==> src/rtl/seq_shift_add_mult.sv <==
// Sequential unsigned 32x32->64 shift-and-add multiplier.
// One adder pass per clock through a selectable 32-bit adder.
module cla32bit (
  input  logic [31:0] A,
  input  logic [31:0] B,
  input  logic        CarryIn,
  output logic [31:0] Result,
  output logic        CarryOut
);
  logic [31:0] g;
  logic [31:0] p;
  logic [31:0] c;
  logic [8:0]  bc;
  logic [7:0]  gg;
  logic [7:0]  pg;

  assign g = A & B;
  assign p = A ^ B;

  // 4-bit lookahead groups, group carries chained by group g/p
  always_comb begin
    int j;
    bc = '0;
    c  = '0;
    gg = '0;
    pg = '0;
    bc[0] = CarryIn;
    for (int k = 0; k < 8; k++) begin
      j = 4 * k;
      c[j]   = bc[k];
      c[j+1] = g[j] | (p[j] & bc[k]);
      c[j+2] = g[j+1] | (p[j+1] & g[j])
             | (p[j+1] & p[j] & bc[k]);
      c[j+3] = g[j+2] | (p[j+2] & g[j+1])
             | (p[j+2] & p[j+1] & g[j])
             | (p[j+2] & p[j+1] & p[j] & bc[k]);
      gg[k]  = g[j+3] | (p[j+3] & g[j+2])
             | (p[j+3] & p[j+2] & g[j+1])
             | (p[j+3] & p[j+2] & p[j+1] & g[j]);
      pg[k]  = &p[j+:4];
      bc[k+1] = gg[k] | (pg[k] & bc[k]);
    end
  end

  assign Result   = p ^ c;
  assign CarryOut = bc[8];
endmodule

module cbya32bit (
  input  logic [31:0] A,
  input  logic [31:0] B,
  input  logic        CarryIn,
  output logic [31:0] Result,
  output logic        CarryOut
);
  logic [31:0] g;
  logic [31:0] p;
  logic [31:0] c;
  logic [8:0]  bc;

  assign g = A & B;
  assign p = A ^ B;

  // ripple inside 4-bit blocks; a fully propagating block bypasses
  always_comb begin
    int   j;
    logic r;
    bc = '0;
    c  = '0;
    bc[0] = CarryIn;
    for (int k = 0; k < 8; k++) begin
      j = 4 * k;
      r = bc[k];
      for (int i = 0; i < 4; i++) begin
        c[j+i] = r;
        r = g[j+i] | (p[j+i] & r);
      end
      bc[k+1] = (&p[j+:4]) ? bc[k] : r;
    end
  end

  assign Result   = p ^ c;
  assign CarryOut = bc[8];
endmodule

module seq_shift_add_mult #(
  parameter int ADDER_SEL = 0,
  parameter int WIDTH     = 32
) (
  input  logic               clk,
  input  logic               rst,
  input  logic               in_valid,
  output logic               in_ready,
  input  logic [WIDTH-1:0]   A,
  input  logic [WIDTH-1:0]   B,
  output logic               out_valid,
  input  logic               out_ready,
  output logic [2*WIDTH-1:0] Product,
  output logic               HiNonZero
);
  if (WIDTH != 32) begin : g_width_err
    $error("seq_shift_add_mult: WIDTH must be 32");
  end

  typedef enum logic [1:0] {
    IDLE,
    RUN,
    DONE
  } state_t;

  state_t      state_q;
  state_t      state_d;
  logic [31:0] mcand_q;
  logic [31:0] hi_q;
  logic [31:0] lo_q;
  logic [4:0]  count_q;
  logic [63:0] prod_q;
  logic        hnz_q;
  logic [31:0] addb;
  logic [31:0] sum;
  logic        cout;
  logic [63:0] nxt;

  assign addb = lo_q[0] ? mcand_q : 32'h0;

  if (ADDER_SEL == 0) begin : g_cla
    cla32bit u_add (
      .A        (hi_q),
      .B        (addb),
      .CarryIn  (1'b0),
      .Result   (sum),
      .CarryOut (cout)
    );
  end else begin : g_cbya
    cbya32bit u_add (
      .A        (hi_q),
      .B        (addb),
      .CarryIn  (1'b0),
      .Result   (sum),
      .CarryOut (cout)
    );
  end

  // carry re-enters at the top as the pair shifts right
  assign nxt = {cout, sum, lo_q[31:1]};

  always_comb begin
    state_d   = state_q;
    in_ready  = 1'b0;
    out_valid = 1'b0;
    unique case (state_q)
      IDLE: begin
        in_ready = 1'b1;
        if (in_valid) state_d = RUN;
      end
      RUN: begin
        if (count_q == 5'd31) state_d = DONE;
      end
      DONE: begin
        out_valid = 1'b1;
        if (out_ready) state_d = IDLE;
      end
      default: state_d = IDLE;
    endcase
  end

  always_ff @(posedge clk) begin
    if (rst) begin
      state_q <= IDLE;
      mcand_q <= '0;
      hi_q    <= '0;
      lo_q    <= '0;
      count_q <= '0;
      prod_q  <= '0;
      hnz_q   <= 1'b0;
    end else begin
      state_q <= state_d;
      if (state_q == IDLE && in_valid) begin
        mcand_q <= A;
        lo_q    <= B;
        hi_q    <= '0;
        count_q <= '0;
      end
      if (state_q == RUN) begin
        {hi_q, lo_q} <= nxt;
        count_q      <= count_q + 5'd1;
        if (count_q == 5'd31) begin
          prod_q <= nxt;
          hnz_q  <= |nxt[63:32];
        end
      end
    end
  end

  assign Product   = prod_q;
  assign HiNonZero = hnz_q;
endmodule
==> config.mk <==
export PLATFORM = sky130hd
export DESIGN_NAME = seq_shift_add_mult
export DESIGN_NICKNAME = d
export VERILOG_FILES = /design/src/rtl/seq_shift_add_mult.sv
export SDC_FILE = /design/constraint.sdc
export NUM_CORES = 1
export LEC_CHECK = 0
export CORE_MARGIN = 5
export CORE_UTILIZATION = 41
export DETAILED_ROUTE_END_ITERATION = 10
export GPL_ROUTABILITY_DRIVEN = 0
export HOLD_SLACK_MARGIN = 0.08
export PLACE_DENSITY = 0.67
export SYNTH_ARGS = -nofsm -noshare
export SYNTH_HDL_FRONTEND = slang
export SYNTH_SLANG_ARGS = --single-unit
export TNS_END_PERCENT = 100
==> constraint.sdc <==
create_clock -name clk -period 4.3 [get_ports clk]
set_clock_uncertainty 0.05 [all_clocks]
set_input_delay 0.86 -clock clk [delete_from_list [all_inputs] [get_ports clk]]
set_output_delay 0.86 -clock clk [all_outputs]
set_load 0.01 [all_outputs]
After elaboration in Yosys (flattened, before gate mapping)
Cells that the tools add are included.

Flip-flop bits (word level): 168. Bits of input ports: 68. Output and inout port bits: 67. Word-level logic and storage cells: 233.

$add $sub $neg: 1. Eq/ne operators: 6. Muxes and demuxes: 13. Bitwise operators: 193. Reduce and logical (&&, ||, !) cells: 13.

Operators by type and width (number): 2-to-1 mux 32 bit (5); AND 1 bit (114); bitwise OR 1 bit (76); bitwise XOR 32 bit (2); AND 32 bit (1); OR reduction 32 bit (1); AND reduction 4 bit (7); 2-to-1 mux 5 bit (2); 2-to-1 mux 2 bit (3); one-hot mux 2 bit (3 select lines) (1); adder 5 x 1 -> 5 bit (second input constant) (1); == test 5 bit (second input constant) (1); != test 2 bit (second input constant) (2); AND reduction 3 bit (1); == test 2 x 1 -> 1 bit (second input constant) (1); == test 2 bit (second input constant) (1); zero test 2 bit (1); 2-to-1 mux 1 bit (2); != test 2 x 1 -> 1 bit (second input constant) (1); AND reduction 2 bit (1); nonzero test 2 bit (1); logical AND 1 bit (1).

Logic depth before layout (Yosys ltp)
Gate-level depths: netlist (run 1).

Depth in word-level cells: 22. Depth in mapped cells: 20.

Hierarchy
From an unflattened synthesis (run 1), not the netlist that was laid out.

Cells, all modules: 990. Area total of the unflattened synthesis: 7797.5 um^2.

Modules (own cells, without submodules): seq_shift_add_mult (times used 1, cells each 829, area each 6475.0 um^2); cla32bit (times used 1, cells each 161, area each 1322.5 um^2).

Worst setup path after synthesis (run 1)
Ideal clock, no wire load.

Path kind: flip-flop to flip-flop. Start: register lo_q[0]. End: register hnz_q, in the netlist HiNonZero. Library setup time: 0.133 ns. Arrival: 4.505 ns. Slack: -0.388 ns. Stages on the path, launching flop included: 21. Path buffers: 2. Clock period less this slack: 4.688 ns. Path through: dfxtp_1 -> clkbuf_1 -> and2_1 -> ha_1 -> buf_6 -> a21oi_4 -> o21ai_2 -> a211oi_4 -> o21ai_2 -> a21o_2 -> nand3_1 -> nand2_1 -> fa_1 -> or4b_1 -> nor4_1 -> nand4_1 -> nor3_1 -> nand4_1 -> or4_1 -> a2111oi_1 -> a211oi_1.

Elaborated cells on any way between the ends: 202. Classes of those cells: mux: 1; bitwise: 193; reduce/logical: 8.

RTL lines: start: declaration (line 115) `logic [31:0] lo_q;`; start signal: assignment (line 185) `{hi_q, lo_q} <= nxt;`; 2-to-1 mux 32 bit * (line 124) `assign addb = lo_q[0] ? mcand_q : 32'h0;`; bitwise XOR 32 bit / AND 32 bit (equally long branches) (line 18, 17); AND 1 bit (on tied branches) (line 37, 38, 39); bitwise OR 1 bit, or another cell as far along (line 37) `gg[k] = g[j+3] | (p[j+3] & g[j+2])`; bitwise OR 1 bit / AND 1 bit (equally long branches) (line 38, 39); bitwise OR 1 bit (line 39) `| (p[j+3] & p[j+2] & p[j+1] & g[j]);`; AND 1 bit (line 41) `bc[k+1] = gg[k] | (pg[k] & bc[k]);`; bitwise OR 1 bit (line 41); [5 not listed]; bitwise OR 1 bit (line 41); AND 1 bit (line 41); bitwise OR 1 bit (line 41); AND 1 bit (line 41); bitwise OR 1 bit (line 41); bitwise XOR 32 bit * (line 45) `assign Result = p ^ c;`; named net g_cla.u_add.Result[28] (line 7) `output logic [31:0] Result,`; OR reduction 32 bit * (line 189) `hnz_q <= |nxt[63:32];`; end signal: assignment (line 189); end: declaration (line 118) `logic hnz_q;`.

Mark *: on every way through the listed nets, which the timed path passes. The rest lies on a longest branch. A chain may end at the register's enable or synchronous reset.

Final worst setup path (run 1)
Same ends and word-level chain as after synthesis.

==> results of run 1 <==
## kinds of logic (layout without fill, tap and decap cells)
| kind of cell | count (synthesis) | count (layout) | share of synthesized area |
|---|---|---|---|
| simple gates | 469 | 469 | 0.256 |
| compound gates | 226 | 226 | 0.184 |
| flops | 168 | 168 | 0.423 |
| buf+inv | 81 | 260 | 0.0418 |
| fa+ha+maj | 42 | 42 | 0.0736 |
| xor+xnor | 20 | 20 | 0.0220 |
## layer usage
| metal | wire (um) | global-route usage | up-vias |
|---|---|---|---|
| li1 | - | - | 3786 |
| met1 | 10600 | 0.288 | 3530 |
| met2 | 10200 | 0.311 | 212 |
| met3 | 1090 | 0.0380 | 36 |
| met4 | 490 | 0.0654 | 0 |
| met5 | 0 | 0 | - |
## state kept, by name (all words and copies together), names as in the netlist
signal / count
lo_q: 32
HiNonZero: 1
hi_q: 32
state_q: 2
count_q: 5
Product: 64
mcand_q: 32
## power by group through the flow
stage	sequential [mW]	clock, mW	combinational, mW
finish	1.65	1.61	0.364
global route	1.66	1.71	0.401
floorplan	1.67	0	0.208
CTS	1.65	1.64	0.361
global placement	1.69	0	0.335
detailed placement	1.69	0	0.339
## per-stage QoR
stage	cell area (um2)	worst slack [ns]
global route	10900	-0.521
CTS	10900	-0.278
finish	10900	-0.314
global placement	10100	-0.408
floorplan	8140	-0.0810
detailed placement	10100	-0.567
## timing repair
action | in CTS | in global routing
setup buffers | 5 | 0
pin swaps | 7 | 5
endpoints found under the setup margin | 1 | 1
resized for setup | 18 | 4
## critical path: stages (launching register included)
cell and delay, ns:
dfxtp_4 0.39, buf_4 0.16, and2_1 0.17, ha_4 0.22, a21o_2 0.22, a21o_1 0.19
a21oi_2 0.16, o21ai_1 0.10, a21o_2 0.24, nand3_2 0.07, nand2_2 0.05, fa_1 0.47
or4b_4 0.55, nor4_4 0.21, nand4_1 0.13, nor3_2 0.19, nand4_1 0.11, or4_4 0.46
a2111oi_4 0.21, a211oi_2 0.10
## cell usage after synthesis, drive strengths merged, types with 6 or more instances
library cell  count  area (um2)
and2             35         220
and3              6        40.0
or3               7        45.1
nand2           264         991
a211oi           15         125
a311oi           34         304
xnor2            15         131
dfxtp           168        3360
a21oi           129         668
buf               9        52.6
inv              10        37.5
nor2             90         338
a21o              7        55.1
fa                8         160
nor3              7        35.0
nand3            32         160
a31oi            12        75.1
ha               34         425
clkbuf           62         243
o21ai            10        57.6
## path summary, 6_finish.rpt
check | start | end | slack [ns] | cells after the start
setup / recovery | lo_q[0] | HiNonZero | -0.31 | 19
hold / removal | Product[50] | Product[50] | 0.40 | 2
setup reg to reg | lo_q[0] | HiNonZero | -0.31 | 19
hold reg to reg | Product[50] | Product[50] | 0.40 | 2
## area by class of cell
cell class,instances,area [um2],share of cell area
Clock buffer,18,429,0.0394
Sequential cell,168,3370,0.309
Tap cell,265,332,0.0304
Multi-Input combinational cell,757,4550,0.417
Inverter,10,37.5,0.00344
Clock inverter,14,183,0.0168
Timing Repair Buffer,218,2000,0.184
## cells in the final DEF (no fill, tap or decap), drive strengths merged, types with 8 or more instances in the layout
cell	n
a21oi	129
ha	34
fa	8
buf	85
a311oi	34
inv	17
dfxtp	168
nor2	90
xnor2	15
clkdlybuf4s50	133
nand2	264
o21ai	10
nand3	32
a31oi	12
and2	35
a211oi	15
clkbuf	18
==> results.md, run 1 <==
- Run status: complete, but fails checks
- Failing checks: setup timing
- Chip width: ~150 um
- Final wirelength: ~22 mm
- Pre-antenna DRT Iters: 5
- Congestion Overflow GR: 0
- Port bufs: ~130
- VDD IR max: ~0.25 mV
- Initial DRC Count: about 480
- Synth Register Bits: roughly 170
- Syn Area/Cell: around 7.9 um2
- Switch Pwr: between 0.9 and 1 mW
- Number of fill cells in the layout: 1,800
- RSZ-0062 raised after global routing: true
- WL/cell: between 15 and 20 um
- First-pass GRT wire length: around 37 mm
- Worst-Skew Late Latency: roughly 0.42 ns
- Cts hold-fix bufs: 0
- Post-Syn Instances: roughly 1,000
- Largest fanout on the critical path: 5
- CTS Buf Count: 17
- GRT Util Overall: 0.202
- P&R area growth vs syn: 36.9%
- # diodes: 0
- Crit. End Element: flop
- Die area: 0.0223 mm2
- Clk sink count: 168
- DR vias: ~7,600
- FMAX: ~220 MHz
- Utilization after layout: 0.565
- Vias in the first global route: roughly 7,100
- Syn. warnings: 0
- Vias per cell: ~5.2
- Max-cap violations: 0
- DP Cell Count: 1,413
- Switching share of total power: 0.254
- Sequential element share of the synthesized area: 0.423
- Final hold slack: 0.401 ns
- Worst EP required: 4.52 ns
- Clock power share: 0.445
- Sequential share of power: 0.455
- Syn_nets: between 1,000 and 1,500
- Final Hold Viols: 0
- Number of enable flip-flop cells after synthesis: 0
- Final #Nets: around 1,300
- Max Buffers Root-to-Sink: 2
- Slew HR: 0.265
- Final setup fails: 1
- H-tree depth: 4
- Core area: a little under 0.02 mm2
- Slew @ Worst Pin: around 1.1 ns
- FP Rows: 51
- Tot Pwr: about 3.6 mW
- I/O pin cnt: about 140
- Mapped Area: between 0.007 and 0.008 mm2
- Period utilization: 1.07
- P_int: approximately 2.7 mW
- Worst setup margin: -0.314 ns
- Power per standard cell area: 333 mW/mm2
- Gate power share: 0.100
- Clock Tree Root: clkbuf_16
- Post-DP HPWL: 15.5 mm
- Drc violations: 0
- Layout cells sized above 1: 0.149
- Max-slew violation count: 0
- Fin Setup TNS: -0.314 ns
- Worst Setup Start Kind: flop
- Fin crit period: approximately 4.6 ns
- CTS tree: done
- Initial Utilization: 0.413
- Critical path class: reg -> reg
- Layout Cells excl Fill: between 1,000 and 1,500
- Main synth FF type: dfxtp_1
- Static Leak: roughly 4.2 nW
- Post-synth cell types: 62
- Routed Antenna Nets: 0
- CP arrival: ~4.8 ns
- Die height: ~150 um
- Hold WC Path Type: reg -> reg
- Largest net degree at the start of global routing: 100
- Initial antenna violation count: 0
- Async set or reset register ratio after synthesis: 0
- Reg clk slew, reported paths: roughly 0.070 ns
Power figures use the tool's default switching activity.
==> run 2, diff against run 1 <==
--- a/config.mk
+++ b/config.mk
@@ -10,7 +10,6 @@
 export DETAILED_ROUTE_END_ITERATION = 10
 export GPL_ROUTABILITY_DRIVEN = 0
 export HOLD_SLACK_MARGIN = 0.08
-export PLACE_DENSITY = 0.67
 export SYNTH_ARGS = -nofsm -noshare
 export SYNTH_HDL_FRONTEND = slang
 export SYNTH_SLANG_ARGS = --single-unit
==> constraint.sdc (replaced) <==
create_clock -name clk -period 4.8 [get_ports clk]
set_clock_uncertainty 0.05 [all_clocks]
set_input_delay 0.96 -clock clk [delete_from_list [all_inputs] [get_ports clk]]
set_output_delay 0.96 -clock clk [all_outputs]
set_load 0.01 [all_outputs]
==> run 2 against run 1 <==
Setup slack improved by 0.51 ns; via count fell by 4.1%; global-route usage fell by 0.53 points; highest routed layer unchanged; the run now ends clean; first-iteration DRC count fell by 0.63%.
==> results.md, run 2 (same netlist as run 1, synthesis figures left out) <==
- Run status: complete, no violations
- P_int: about 2.3 mW
- Congestion Overflow GR: 0
- Worst EP required: about 5 ns
- Hold WC Path Type: reg -> reg
- DP Cell Count: 1,374
- Die area: 0.0223 mm2
- Crit path from: lo_q[0]
- Switch Pwr: about 0.87 mW
- Chip width: roughly 150 um
- Core area: 0.0193 mm2
- Final wirelength: 22.2 mm
- I/O pin cnt: 135
- Power per standard cell area: around 300 mW/mm2
- R2r endpoint: HiNonZero
- FP Rows: between 50 and 60
- Critical path destination: HiNonZero
- Most frequent cells in the layout: 262 x nand2_1, 167 x dfxtp_1, 133 x clkdlybuf4s50_1, 125 x a21oi_1, 90 x nor2_1
- Vias in the first global route: 6,672
- Switching share of total power: 0.277
- M3 GR Usage: 0.0340
- Max Buffers Root-to-Sink: 2
- Worst setup margin: around 0.19 ns
- Final hold slack: roughly 0.40 ns
- Initial antenna violation count: 1
- Final #Nets: 1,238
- Reg clk slew, reported paths: about 0.070 ns
- Clock Tree Root: clkbuf_16
- Layout Cells excl Fill: between 1,000 and 1,500
- Port bufs: approximately 130
- Setup bufs post-CTS: 0
- Fin crit period: about 4.6 ns
- H-tree depth: 4
- CTS Buf Count: 17
- Final setup fails: 0
- Worst-Skew Late Latency: 0.43 ns
- Largest fanout on the critical path: 19
- Slew @ Worst Pin: 0.904 ns
- CTS tree: done
- Worst Setup Start Kind: flop
- FMAX: about 220 MHz
- Crit-path max cell delay: between 0.5 and 0.6 ns
- Number of fill cells in the layout: around 1,900
- First-pass GRT wire length: about 35 mm
- VDD IR max: between 0.2 and 0.25 mV
- Critical path class: reg -> reg
- Die height: roughly 150 um
- Final Hold Viols: 0
- Kind of cell adding the most delay to the critical path: simple AND/OR/NAND/NOR gates
- CP arrival: 4.83 ns
- FF-to-FF Start: lo_q[0]
- Max-slew violation count: 0
- Drc violations: 0
- Initial DRC Count: about 480
- Crit. End Element: flop
- Global routing usage on met2: 0.303
- Clock power share: 0.434
- GRT Util Overall: 0.197
- Period utilization: 0.960
- Slew HR: 0.397
- Static Leak: 3.95 nW
- RSZ-0062 raised after global routing: true
- Hold Crit Start: mcand_q[10]
- Met1 usage: 0.289
- P&R area growth vs syn: 31.5%
- Commonest non-fill, non-tap cell in the layout: nand2_1
- Crit path buffers/inverters: 2
- Max-cap violations: 0
- Grt peak-use layer: met2
- Tot Pwr: 3.15 mW
- Worst path cell trace: buf_12 > and2_1 > ha_1 > and4_4 > and2b_2 > a32oi_2 > o21ai_2 > a21o_2 > buf_4 > fa_1 > or4b_4 > nor4_4 > nand4_1 > nor3_2 > nand4_1 > or4_4 > a2111oi_4 > a211oi_2
- Routed Antenna Nets: 0
- Gate power share: 0.098
- Clk sink count: 168
- Layout cells sized above 1: 0.106
- WL/cell: ~16 um
- Most frequent CP cell: nand4_1
- Pre-CTS setup slack: -0.0848 ns
- Worst R2R Setup Slack: about 0.19 ns
- Max reg flops: 64
- Slowest CP cell: or4b_4
- Pre-antenna DRT Iters: 5
- Crit. path cell count: 18
- DR vias: between 7,000 and 8,000
- Post-DP HPWL: ~15 mm
- Initial Utilization: 0.413
- Vias per cell: 5.16
- Sequential share of power: 0.468
- Largest net degree at the start of global routing: between 70 and 80
- Utilization after layout: 0.543
- FF-to-FF path depth: 18
==> run 2: layer usage <==
layer / up-vias / share of wire
met4: 0 / 0.013
met1: 3375 / 0.48
met5: - / 0
met2: 158 / 0.45
li1: 3708 / -
met3: 16 / 0.052
==> run 2: worst register-to-register path: cells and delay by family (launching register included) <==
family          cells  cell delay (ns)
simple gates        9             2.22
flops               1             0.34
fa+ha+maj           2             0.73
buf+inv             2             0.29
compound gates      5             0.84
==> run 2: cell type report <==
type,count,area (um2),area share
Sequential cell,168,3360,0.321
Inverter,10,37.5,0.00359
Antenna cell,1,2.50,0.000239
Tap cell,265,332,0.0317
Timing Repair Buffer,174,1650,0.158
Clock buffer,17,425,0.0406
Multi-Input combinational cell,757,4480,0.428
Clock inverter,15,176,0.0169
==> run 2: timing repair <==
item	CTS	global route
hold buffers	0	0
pin swaps	1	7
resized for setup	4	25
gates cloned	0	0
setup endpoints to repair	1	1
==> run 2: how the worst min path moves through the flow <==
stage	endpoint	cells past startpoint
4_1_cts	mcand_q[10]	2
3_3_place_gp	Product[9]	2
6_report	mcand_q[10]	2
3_5_place_dp	mcand_q[10]	2
5_1_grt	mcand_q[27]	2
2_1_floorplan	count_q[3]	1
==> run 2: metrics by stage <==
| step | instance area [um2] | setup TNS, ns |
|---|---|---|
| 2_1_floorplan | 7960 | 0 |
| 3_3_place_gp | 9670 | 0 |
| 3_5_place_dp | 9670 | -0.0848 |
| 4_1_cts | 10300 | 0 |
| 5_1_grt | 10500 | 0 |
| 6_report | 10500 | 0 |
==> run 2: power groups by stage <==
stage | Sequential (mW) | Combinational [mW] | Clock [mW]
2_1_floorplan | 1.50 | 0.179 | 0
3_3_place_gp | 1.51 | 0.300 | 0
3_5_place_dp | 1.51 | 0.301 | 0
4_1_cts | 1.47 | 0.303 | 1.40
5_1_grt | 1.48 | 0.344 | 1.47
6_report | 1.47 | 0.310 | 1.37
